**src/rtl/priority_coder.sv**
```systemverilog
// priority_coder: registered highest/lowest set-bit encoder with zero flag.
// One word may be accepted per clock; results appear one cycle after sampling.
// Optional feature: define PRIORITY_CODER_ONEHOT_EN to add the registered
// msb_onehot output (one-hot form of msb_index, all zeros for a zero word).
module priority_coder #(
  parameter int WIDTH = 8,
  parameter int IDX_W = 3
) (
  input  logic             clk,
  input  logic             rst_n,
  input  logic [WIDTH-1:0] input_word,
  input  logic             in_valid,
  output logic [IDX_W-1:0] msb_index,
  output logic [IDX_W-1:0] lsb_index,
  output logic             zero,
`ifdef PRIORITY_CODER_ONEHOT_EN
  output logic [WIDTH-1:0] msb_onehot,
`endif
  output logic             out_valid
);

  logic [IDX_W-1:0] msb_c;
  logic [IDX_W-1:0] lsb_c;
  logic             zero_c;
  logic             lsb_found;

  // Scan upward: the last set bit seen is the MSB, the first one seen is the LSB.
  always_comb begin
    msb_c     = '0;
    lsb_c     = '0;
    lsb_found = 1'b0;
    for (int unsigned i = 0; i < WIDTH; i++) begin
      if (input_word[i[IDX_W-1:0]]) begin
        msb_c = i[IDX_W-1:0];
        if (!lsb_found) begin
          lsb_c     = i[IDX_W-1:0];
          lsb_found = 1'b1;
        end
      end
    end
    zero_c = ~|input_word;
  end

  // Result registers load only on accepted words; out_valid tracks in_valid.
  always_ff @(posedge clk or negedge rst_n) begin
    if (!rst_n) begin
      msb_index <= '0;
      lsb_index <= '0;
      zero      <= 1'b1;
      out_valid <= 1'b0;
    end else begin
      out_valid <= in_valid;
      if (in_valid) begin
        msb_index <= msb_c;
        lsb_index <= lsb_c;
        zero      <= zero_c;
      end
    end
  end

`ifdef PRIORITY_CODER_ONEHOT_EN
  logic [WIDTH-1:0] onehot_c;

  // One-hot of the MSB position; stays all zeros when the word is zero.
  always_comb begin
    onehot_c = '0;
    if (!zero_c) begin
      onehot_c[msb_c] = 1'b1;
    end
  end

  // Same load timing as msb_index.
  always_ff @(posedge clk or negedge rst_n) begin
    if (!rst_n) begin
      msb_onehot <= '0;
    end else if (in_valid) begin
      msb_onehot <= onehot_c;
    end
  end
`endif

endmodule

```
**config.mk**
```make
export PLATFORM = sky130hd
export DESIGN_NAME = priority_coder
export DESIGN_NICKNAME = d
export VERILOG_FILES = /design/src/rtl/priority_coder.sv
export SDC_FILE = /design/constraint.sdc
export NUM_CORES = 1
export LEC_CHECK = 0
export ABC_AREA = 1
export ABC_CLOCK_PERIOD_IN_PS = 2100
export CAP_MARGIN = 5
export CORE_AREA = 8 8 45 47
export CTS_BUF_LIST = sky130_fd_sc_hd__clkbuf_2
export CTS_CLUSTER_DIAMETER = 200
export DETAILED_ROUTE_END_ITERATION = 8
export DIE_AREA = 0 0 53 55
export GPL_TIMING_DRIVEN = 1
export PLACE_DENSITY_LB_ADDON = 0.25
export SETUP_SLACK_MARGIN = 0.3
export SYNTH_ARGS = -nofsm -noshare
export SYNTH_HDL_FRONTEND = slang
export SYNTH_SLANG_ARGS = --single-unit
```
**constraint.sdc**
```tcl
create_clock -name clk -period 2.1 [get_ports clk]
set_input_delay 0.63 -clock clk [delete_from_list [all_inputs] [get_ports clk]]
set_output_delay 0.63 -clock clk [all_outputs]
set_load 0.01 [all_outputs]
```
==> run_summary.xml, run 1 <==
<?xml version="1.0" encoding="UTF-8"?>
<metrics>
  <group name="sta">
    <metric name="timing.clock.skew" unit="ns">0</metric>
    <metric name="setup_viol" unit="">0</metric>
    <metric name="totalNegativeSetupSlack" unit="ns">0</metric>
    <metric name="fmax" unit="GHz">0.5775</metric>
    <metric name="max_slew.worst_pin.slew" unit="ns">0.3639</metric>
    <metric name="maxSlewViolCount" unit="">0</metric>
    <metric name="worst_slew_margin_rel" unit="%">75.66</metric>
    <metric name="min_period" unit="ns">1.731</metric>
    <metric name="final.period_utilization" unit="%">82.45</metric>
    <metric name="fin_ws" unit="ns">0.3685</metric>
    <metric name="grt_setup_unrepaired" unit="">false</metric>
    <metric name="total_count_of_hold_check_failures_in_the_final_report" unit="">0</metric>
  </group>
  <group name="final_layout">
    <metric name="area_delta_synth_final" unit="%">54.03</metric>
    <metric name="final_net_count" unit="">93</metric>
    <metric name="fill_cells" unit="">141</metric>
    <metric name="final_layout_size_suffix_gt1_share" unit="%">11.11</metric>
    <metric name="antenna_cells" unit="">0</metric>
    <metric name="layout_commonest_cell" unit="">sky130_fd_sc_hd__nand2_1</metric>
    <metric name="leading_cell_types_in_the_layout_fill_and_taps_excluded" unit="">23 x sky130_fd_sc_hd__nand2_1, 14 x sky130_fd_sc_hd__clkdlybuf4s50_1, 9 x sky130_fd_sc_hd__nor2_1, 7 x sky130_fd_sc_hd__dfrtp_1, 6 x sky130_fd_sc_hd__inv_1</metric>
    <metric name="postLayoutCellArea" unit="um^2">645.6</metric>
    <metric name="layoutNonFillerInstCount" unit="">97</metric>
  </group>
  <group name="critical_path">
    <metric name="critical_path_arrival" unit="ns">1.10</metric>
    <metric name="list_of_cells_traversed_by_the_critical_path" unit="">clkdlybuf4s50_1</metric>
    <metric name="critical_path_buf_inv_count" unit="">1</metric>
    <metric name="worst-endpoint-required" unit="ns">1.47</metric>
    <metric name="max_stage_delay" unit="ns">0.53</metric>
    <metric name="worst-setup-path-type" unit="">flip-flop to output port</metric>
    <metric name="crit_slowest_cell" unit="">sky130_fd_sc_hd__clkdlybuf4s50_1</metric>
    <metric name="worstSetupStartpointType" unit="">flip-flop</metric>
    <metric name="worst_path_dominant_cell_family" unit="">buffers and inverters</metric>
    <metric name="worst-path-max-fanout" unit="">2</metric>
    <metric name="r2r_slack" unit="ns">1.41</metric>
    <metric name="end_kind" unit="">output port</metric>
  </group>
  <group name="cts">
    <metric name="tritoncts" unit="">done</metric>
    <metric name="ctsHtreeMaxLevel" unit="">1</metric>
    <metric name="clk_root_buffer_cell" unit="">sky130_fd_sc_hd__clkbuf_2</metric>
    <metric name="postCtsSetupBuffers" unit="">0</metric>
    <metric name="clkSinkCount" unit="">8</metric>
    <metric name="clkSlewWorstSetupHoldPaths" unit="ns">0.07</metric>
    <metric name="clkLatencyLatePin" unit="ns">0.22</metric>
    <metric name="cts.path.max_buffers" unit="">2</metric>
    <metric name="cts_inserted_buffers" unit="">3</metric>
  </group>
  <group name="logic_synthesis">
    <metric name="synthesis.nets" unit="">70</metric>
    <metric name="synth.cell_area" unit="um^2">419.2</metric>
    <metric name="netlist-cell-type-count" unit="">14</metric>
    <metric name="synth.yosys.seq_area_share" unit="%">48.06</metric>
    <metric name="yosysWarnings" unit="">0</metric>
    <metric name="synth.ff_latch_count" unit="">8</metric>
    <metric name="synthesis.area_per_instance" unit="um^2">7.104</metric>
    <metric name="synthesis.instances" unit="">59</metric>
  </group>
  <group name="grt">
    <metric name="antenna_found_initial" unit="">0</metric>
    <metric name="global_route_wire_length_before_repair" unit="um">1593</metric>
    <metric name="grt_overflow" unit="">0</metric>
    <metric name="first_global_vias" unit="">405</metric>
    <metric name="grt_util_all_layers" unit="%">7.481</metric>
    <metric name="grt_max_degree" unit="">10</metric>
  </group>
  <group name="floorplanning">
    <metric name="placeableCoreArea" unit="um^2">1384</metric>
    <metric name="die_x" unit="um">53</metric>
    <metric name="start_util" unit="%">30.29</metric>
    <metric name="die_height" unit="um">55</metric>
    <metric name="dieArea" unit="um^2">2915</metric>
    <metric name="ios" unit="">19</metric>
    <metric name="std_cell_rows" unit="">14</metric>
  </group>
  <group name="place">
    <metric name="place_worst_setup_slack" unit="ns">0.4052</metric>
    <metric name="placement.io_buffers" unit="">18</metric>
    <metric name="placed_cells_incl_taps" unit="">93</metric>
    <metric name="post_dp_cell_area" unit="um^2">619.3</metric>
    <metric name="place_congestion" unit="">0.8136</metric>
  </group>
  <group name="pwr">
    <metric name="leakage" unit="nW">0.3380</metric>
    <metric name="total_power" unit="uW">352.8</metric>
    <metric name="ir_drop" unit="mV">0.2061</metric>
    <metric name="power_density_relative_to_cell_area" unit="nW/um^2">546.4</metric>
  </group>
  <group name="detailed_routing">
    <metric name="detail_route.drc_violations" unit="">0</metric>
    <metric name="wl" unit="um">994</metric>
    <metric name="1st_pass_router_iterations" unit="">5</metric>
    <metric name="avgViaCountPerCell" unit="">4.464</metric>
    <metric name="dr_total_vias" unit="">433</metric>
    <metric name="dr.first_iter.drc_count" unit="">5</metric>
    <metric name="post_route_ant_nets" unit="">0</metric>
    <metric name="detail_route.wl_per_cell" unit="um">10.25</metric>
  </group>
  <group name="run_status">
    <metric name="run_status" unit="">finished, final reports clean</metric>
  </group>
  <group name="flow_run">
    <metric name="max_cap_viol_count" unit="">0</metric>
  </group>
  <group name="min_path">
    <metric name="hold_path.class" unit="">flip-flop to flip-flop</metric>
  </group>
</metrics>
## kinds of logic after synthesis
group           Yosys count  synth area share [%]
simple gates             37                 36.72
flops                     8                 48.06
compound gates            7                 8.954
buf+inv                   7                 6.267
## what timing repair did
item | in CTS | in global routing
gates cloned | 0 | 0
gates resized for setup | 1 | 3
pin swaps | 0 | 0
hold buffers | 0 | 0
endpoints found under the setup margin | 1 | 3
## power by group
part / internal [mW] / switching (mW) / leakage (nW)
clock: 0.0507 / 0.0509 / 0.0166
sequential: 0.164 / 0.00458 / 0.0943
combinational: 0.0435 / 0.0389 / 0.227
## Yosys cell counts
cell | instances | area [um^2]
sky130_fd_sc_hd__a21oi_1 | 3 | 15.01
sky130_fd_sc_hd__dfrtp_1 | 7 | 175.2
sky130_fd_sc_hd__dfstp_2 | 1 | 26.28
sky130_fd_sc_hd__inv_1 | 6 | 22.52
sky130_fd_sc_hd__inv_2 | 1 | 3.750
sky130_fd_sc_hd__nand2_1 | 23 | 86.33
sky130_fd_sc_hd__nand2_2 | 1 | 6.260
sky130_fd_sc_hd__nand3_1 | 2 | 10.01
sky130_fd_sc_hd__nor2_1 | 9 | 33.78
sky130_fd_sc_hd__nor2_2 | 1 | 6.260
sky130_fd_sc_hd__nor2_4 | 1 | 11.26
sky130_fd_sc_hd__o21ai_0 | 1 | 5.000
sky130_fd_sc_hd__o21ai_1 | 2 | 10.01
sky130_fd_sc_hd__o21bai_1 | 1 | 7.510
## path summary, 6_finish.rpt
check / to / start / cells past startpoint
min reg2reg: zero / zero / 2
min: zero / zero / 2
max reg2reg: zero / zero / 2
min in group asynchronous: out_valid / rst_n / 1
max in group asynchronous: zero / rst_n / 1
max: lsb_index[2] / lsb_index[2] / 1
## metrics by stage
| stage | hold WS [ns] | utilization (%) |
|---|---|---|
| floorplan | 0.3344 | - |
| global placement | 0.4549 | 44.76 |
| detailed placement | 0.4589 | 44.76 |
| CTS | 0.4699 | 46.11 |
| global route | 0.5030 | 46.65 |
| finish | 0.4677 | 46.65 |
## cell type report
class                           instances  area (um^2)  area share [%]
Clock buffer                            4        20.02           3.101
Inverter                                7        26.28           4.070
Multi-Input combinational cell         44        191.4           29.65
Sequential cell                         8        201.4           31.20
Tap cell                               16        20.02           3.101
Timing Repair Buffer                   18        186.4           28.88
## worst reg2reg max path: stages (launching register included)
cell and delay, ns:
sky130_fd_sc_hd__dfstp_2 0.53, sky130_fd_sc_hd__nand2_1 0.05, sky130_fd_sc_hd__nand2_1 0.06
## registers in the layout, summed over array words and instances, names as in the netlist
register and flops:
lsb_index 3, msb_index 3, out_valid 1, zero 1
## per-layer routing
layer  vias to the layer above  track usage, %  wire [um]
li1                        225               -          -
met3                         2           1.070         43
met4                         0           7.759         21
met2                        16           11.72        459
met5                         -               0          0
met1                       190           8.359        469
Power figures use the tool's default switching activity.
==> run 2, diff against run 1 <==
- ABC_CLOCK_PERIOD_IN_PS: 2100 -> 1500
- clock period: 2.1 -> 1.5 ns (I/O delays scaled with it)
==> run_summary.xml, run 2 (same netlist as run 1, synthesis figures left out) <==
<?xml version="1.0" encoding="UTF-8"?>
<metrics>
  <group name="floorplanning">
    <metric name="die_height" unit="um">55</metric>
    <metric name="die_x" unit="um">53</metric>
    <metric name="ios" unit="">19</metric>
    <metric name="start_util" unit="%">30.29</metric>
    <metric name="std_cell_rows" unit="">14</metric>
    <metric name="dieArea" unit="um^2">2915</metric>
    <metric name="placeableCoreArea" unit="um^2">1384</metric>
  </group>
  <group name="place">
    <metric name="place_worst_setup_slack" unit="ns">-0.006980</metric>
    <metric name="detailedPlacementHpwl" unit="um">837.7</metric>
    <metric name="place_congestion" unit="">0.8284</metric>
    <metric name="post_dp_cell_area" unit="um^2">626.9</metric>
    <metric name="placement.io_buffers" unit="">18</metric>
  </group>
  <group name="pwr">
    <metric name="clock_power_share" unit="%">28.9</metric>
    <metric name="power_frac_seq" unit="%">47.0</metric>
    <metric name="intPower" unit="uW">361.2</metric>
    <metric name="total_power" unit="uW">503.9</metric>
    <metric name="power_switching_share" unit="%">28.31</metric>
    <metric name="combPwrFrac" unit="%">24.0</metric>
    <metric name="power_density_relative_to_cell_area" unit="nW/um^2">747.1</metric>
    <metric name="net-switching-power" unit="uW">142.6</metric>
    <metric name="leakage" unit="nW">0.3850</metric>
    <metric name="ir_drop" unit="mV">0.2789</metric>
  </group>
  <group name="cts">
    <metric name="clkSlewWorstSetupHoldPaths" unit="ns">0.08</metric>
    <metric name="ctsHtreeMaxLevel" unit="">1</metric>
    <metric name="clk_root_buffer_cell" unit="">sky130_fd_sc_hd__clkbuf_2</metric>
    <metric name="tritoncts" unit="">done</metric>
    <metric name="cts_inserted_buffers" unit="">3</metric>
    <metric name="clkSinkCount" unit="">8</metric>
    <metric name="cts.path.max_buffers" unit="">2</metric>
    <metric name="clkLatencyLatePin" unit="ns">0.23</metric>
  </group>
  <group name="critical_path">
    <metric name="critical_path_buf_inv_count" unit="">1</metric>
    <metric name="critical_path_arrival" unit="ns">0.87</metric>
    <metric name="timing.reg2reg.worst_path_depth" unit="">4</metric>
    <metric name="r2r-end" unit="">msb_index[1]</metric>
    <metric name="max_stage_delay" unit="ns">0.54</metric>
    <metric name="worstSetupStartpointType" unit="">flip-flop</metric>
    <metric name="worst-path-max-fanout" unit="">2</metric>
    <metric name="worst-setup-path-type" unit="">flip-flop to output port</metric>
    <metric name="r2r_slack" unit="ns">0.60</metric>
    <metric name="worst_path_dominant_cell_family" unit="">flip-flops</metric>
    <metric name="end_kind" unit="">output port</metric>
    <metric name="worstSetupPathDepth" unit="">1</metric>
    <metric name="reg2reg_from" unit="">msb_index[1]</metric>
    <metric name="worst-endpoint-required" unit="ns">1.05</metric>
    <metric name="list_of_cells_traversed_by_the_critical_path" unit="">buf_6</metric>
    <metric name="crit_slowest_cell" unit="">sky130_fd_sc_hd__dfstp_2</metric>
  </group>
  <group name="grt">
    <metric name="grt_overflow" unit="">0</metric>
    <metric name="grt_use_met3" unit="%">2.139</metric>
    <metric name="global_route_wire_length_before_repair" unit="um">1738</metric>
    <metric name="grt_max_degree" unit="">10</metric>
    <metric name="grt_use_met2" unit="%">12.89</metric>
    <metric name="grt.busiest_layer" unit="">met2</metric>
    <metric name="grt_util_all_layers" unit="%">8.306</metric>
    <metric name="antenna_found_initial" unit="">0</metric>
    <metric name="first_global_vias" unit="">450</metric>
    <metric name="grtUsageMet1" unit="%">8.204</metric>
  </group>
  <group name="sta">
    <metric name="timing.clock.skew" unit="ns">0</metric>
    <metric name="fmax" unit="GHz">0.7564</metric>
    <metric name="fin_ws" unit="ns">0.1779</metric>
    <metric name="final.period_utilization" unit="%">88.14</metric>
    <metric name="grt_setup_unrepaired" unit="">true</metric>
    <metric name="min_period" unit="ns">1.322</metric>
    <metric name="setup_viol" unit="">0</metric>
    <metric name="total_count_of_hold_check_failures_in_the_final_report" unit="">0</metric>
    <metric name="totalNegativeSetupSlack" unit="ns">0</metric>
    <metric name="maxSlewViolCount" unit="">0</metric>
    <metric name="finalHoldWorstSlack" unit="ns">0.4638</metric>
    <metric name="worst_slew_margin_rel" unit="%">77.30</metric>
    <metric name="max_slew.worst_pin.slew" unit="ns">0.3395</metric>
  </group>
  <group name="final_layout">
    <metric name="sequential_cell_area" unit="um^2">201.4</metric>
    <metric name="final_layout_size_suffix_gt1_share" unit="%">33.33</metric>
    <metric name="postLayoutCellArea" unit="um^2">674.4</metric>
    <metric name="leading_cell_types_in_the_layout_fill_and_taps_excluded" unit="">22 x sky130_fd_sc_hd__nand2_1, 7 x sky130_fd_sc_hd__dfrtp_1, 6 x sky130_fd_sc_hd__nor2_1, 6 x sky130_fd_sc_hd__buf_2, 6 x sky130_fd_sc_hd__buf_4</metric>
    <metric name="fill_cells" unit="">140</metric>
    <metric name="biggestRegsByFlops" unit="">lsb_index x3, msb_index x3</metric>
    <metric name="multiInputGateArea" unit="um^2">201.4</metric>
    <metric name="antenna_cells" unit="">0</metric>
    <metric name="area_delta_synth_final" unit="%">60.90</metric>
    <metric name="layout_commonest_cell" unit="">sky130_fd_sc_hd__nand2_1</metric>
    <metric name="final_net_count" unit="">99</metric>
  </group>
  <group name="detailed_routing">
    <metric name="post_route_ant_nets" unit="">0</metric>
    <metric name="1st_pass_router_iterations" unit="">4</metric>
    <metric name="dr_total_vias" unit="">466</metric>
    <metric name="dr.first_iter.drc_count" unit="">10</metric>
    <metric name="detail_route.wl_per_cell" unit="um">10.33</metric>
    <metric name="wl" unit="um">1064</metric>
    <metric name="detail_route.drc_violations" unit="">0</metric>
    <metric name="avgViaCountPerCell" unit="">4.524</metric>
  </group>
  <group name="run_status">
    <metric name="run_status" unit="">finished, final reports clean</metric>
  </group>
  <group name="flow_run">
    <metric name="max_cap_viol_count" unit="">0</metric>
  </group>
  <group name="min_path">
    <metric name="hold_path.class" unit="">primary input to asynchronous set/reset pin</metric>
  </group>
</metrics>
run 2: cell count changes in the layout (fill, tap and decap cells not counted), sizes merged:
cell	delta
dlygate4sd2	+3
buf	+14
dlymetal6s2s	+1
clkdlybuf4s50	-12
run 2: metal layers:
layer  vias up  share of wire, %  routed length, um
li1        234                 -                  -
met1       207                41                436
met2        21                49                517
met3         4               7.4                 79
met4         0               2.9                 31
met5         -                 0                  0
run 2: cell type report:
cell class                      instances  area share (%)
Timing Repair Buffer                   24           30.06
Sequential cell                         8           29.87
Multi-Input combinational cell         44           29.87
Inverter                                7           4.267
Clock buffer                            4           2.968
Tap cell                               16           2.968
run 2: how the worst max path moves through the flow:
stage	end	slack [ns]	start
after global placement	lsb_index[0]	0.009	input_word[4]
final	zero	0.18	zero
after detailed placement	lsb_index[0]	-0.007	input_word[4]
after CTS	zero	0.16	zero
after floorplan	zero	0.52	zero
after global routing	zero	0.14	zero
run 2: repair_timing:
item,4_1_cts,5_1_grt
endpoints found under the setup margin,10,11
hold buffers,0,0
resized for setup,41,9
setup buffers,3,2
pin swaps,2,2
run 2: metrics by stage:
stage          instances  utilization [%]
6_report             103            48.73
5_1_grt              103            48.73
4_1_cts              101            45.93
3_5_place_dp          94            45.30
3_3_place_gp          94            45.30
2_1_floorplan         59                -
run 2: power groups by stage:
| stage | clock [mW] | sequential [mW] | combinational, mW |
|---|---|---|---|
| finish | 0.146 | 0.237 | 0.121 |
| global route | 0.160 | 0.238 | 0.135 |
| CTS | 0.151 | 0.237 | 0.113 |
| detailed placement | 0 | 0.242 | 0.120 |
| global placement | 0 | 0.241 | 0.119 |
| floorplan | 0 | 0.248 | 0.0374 |
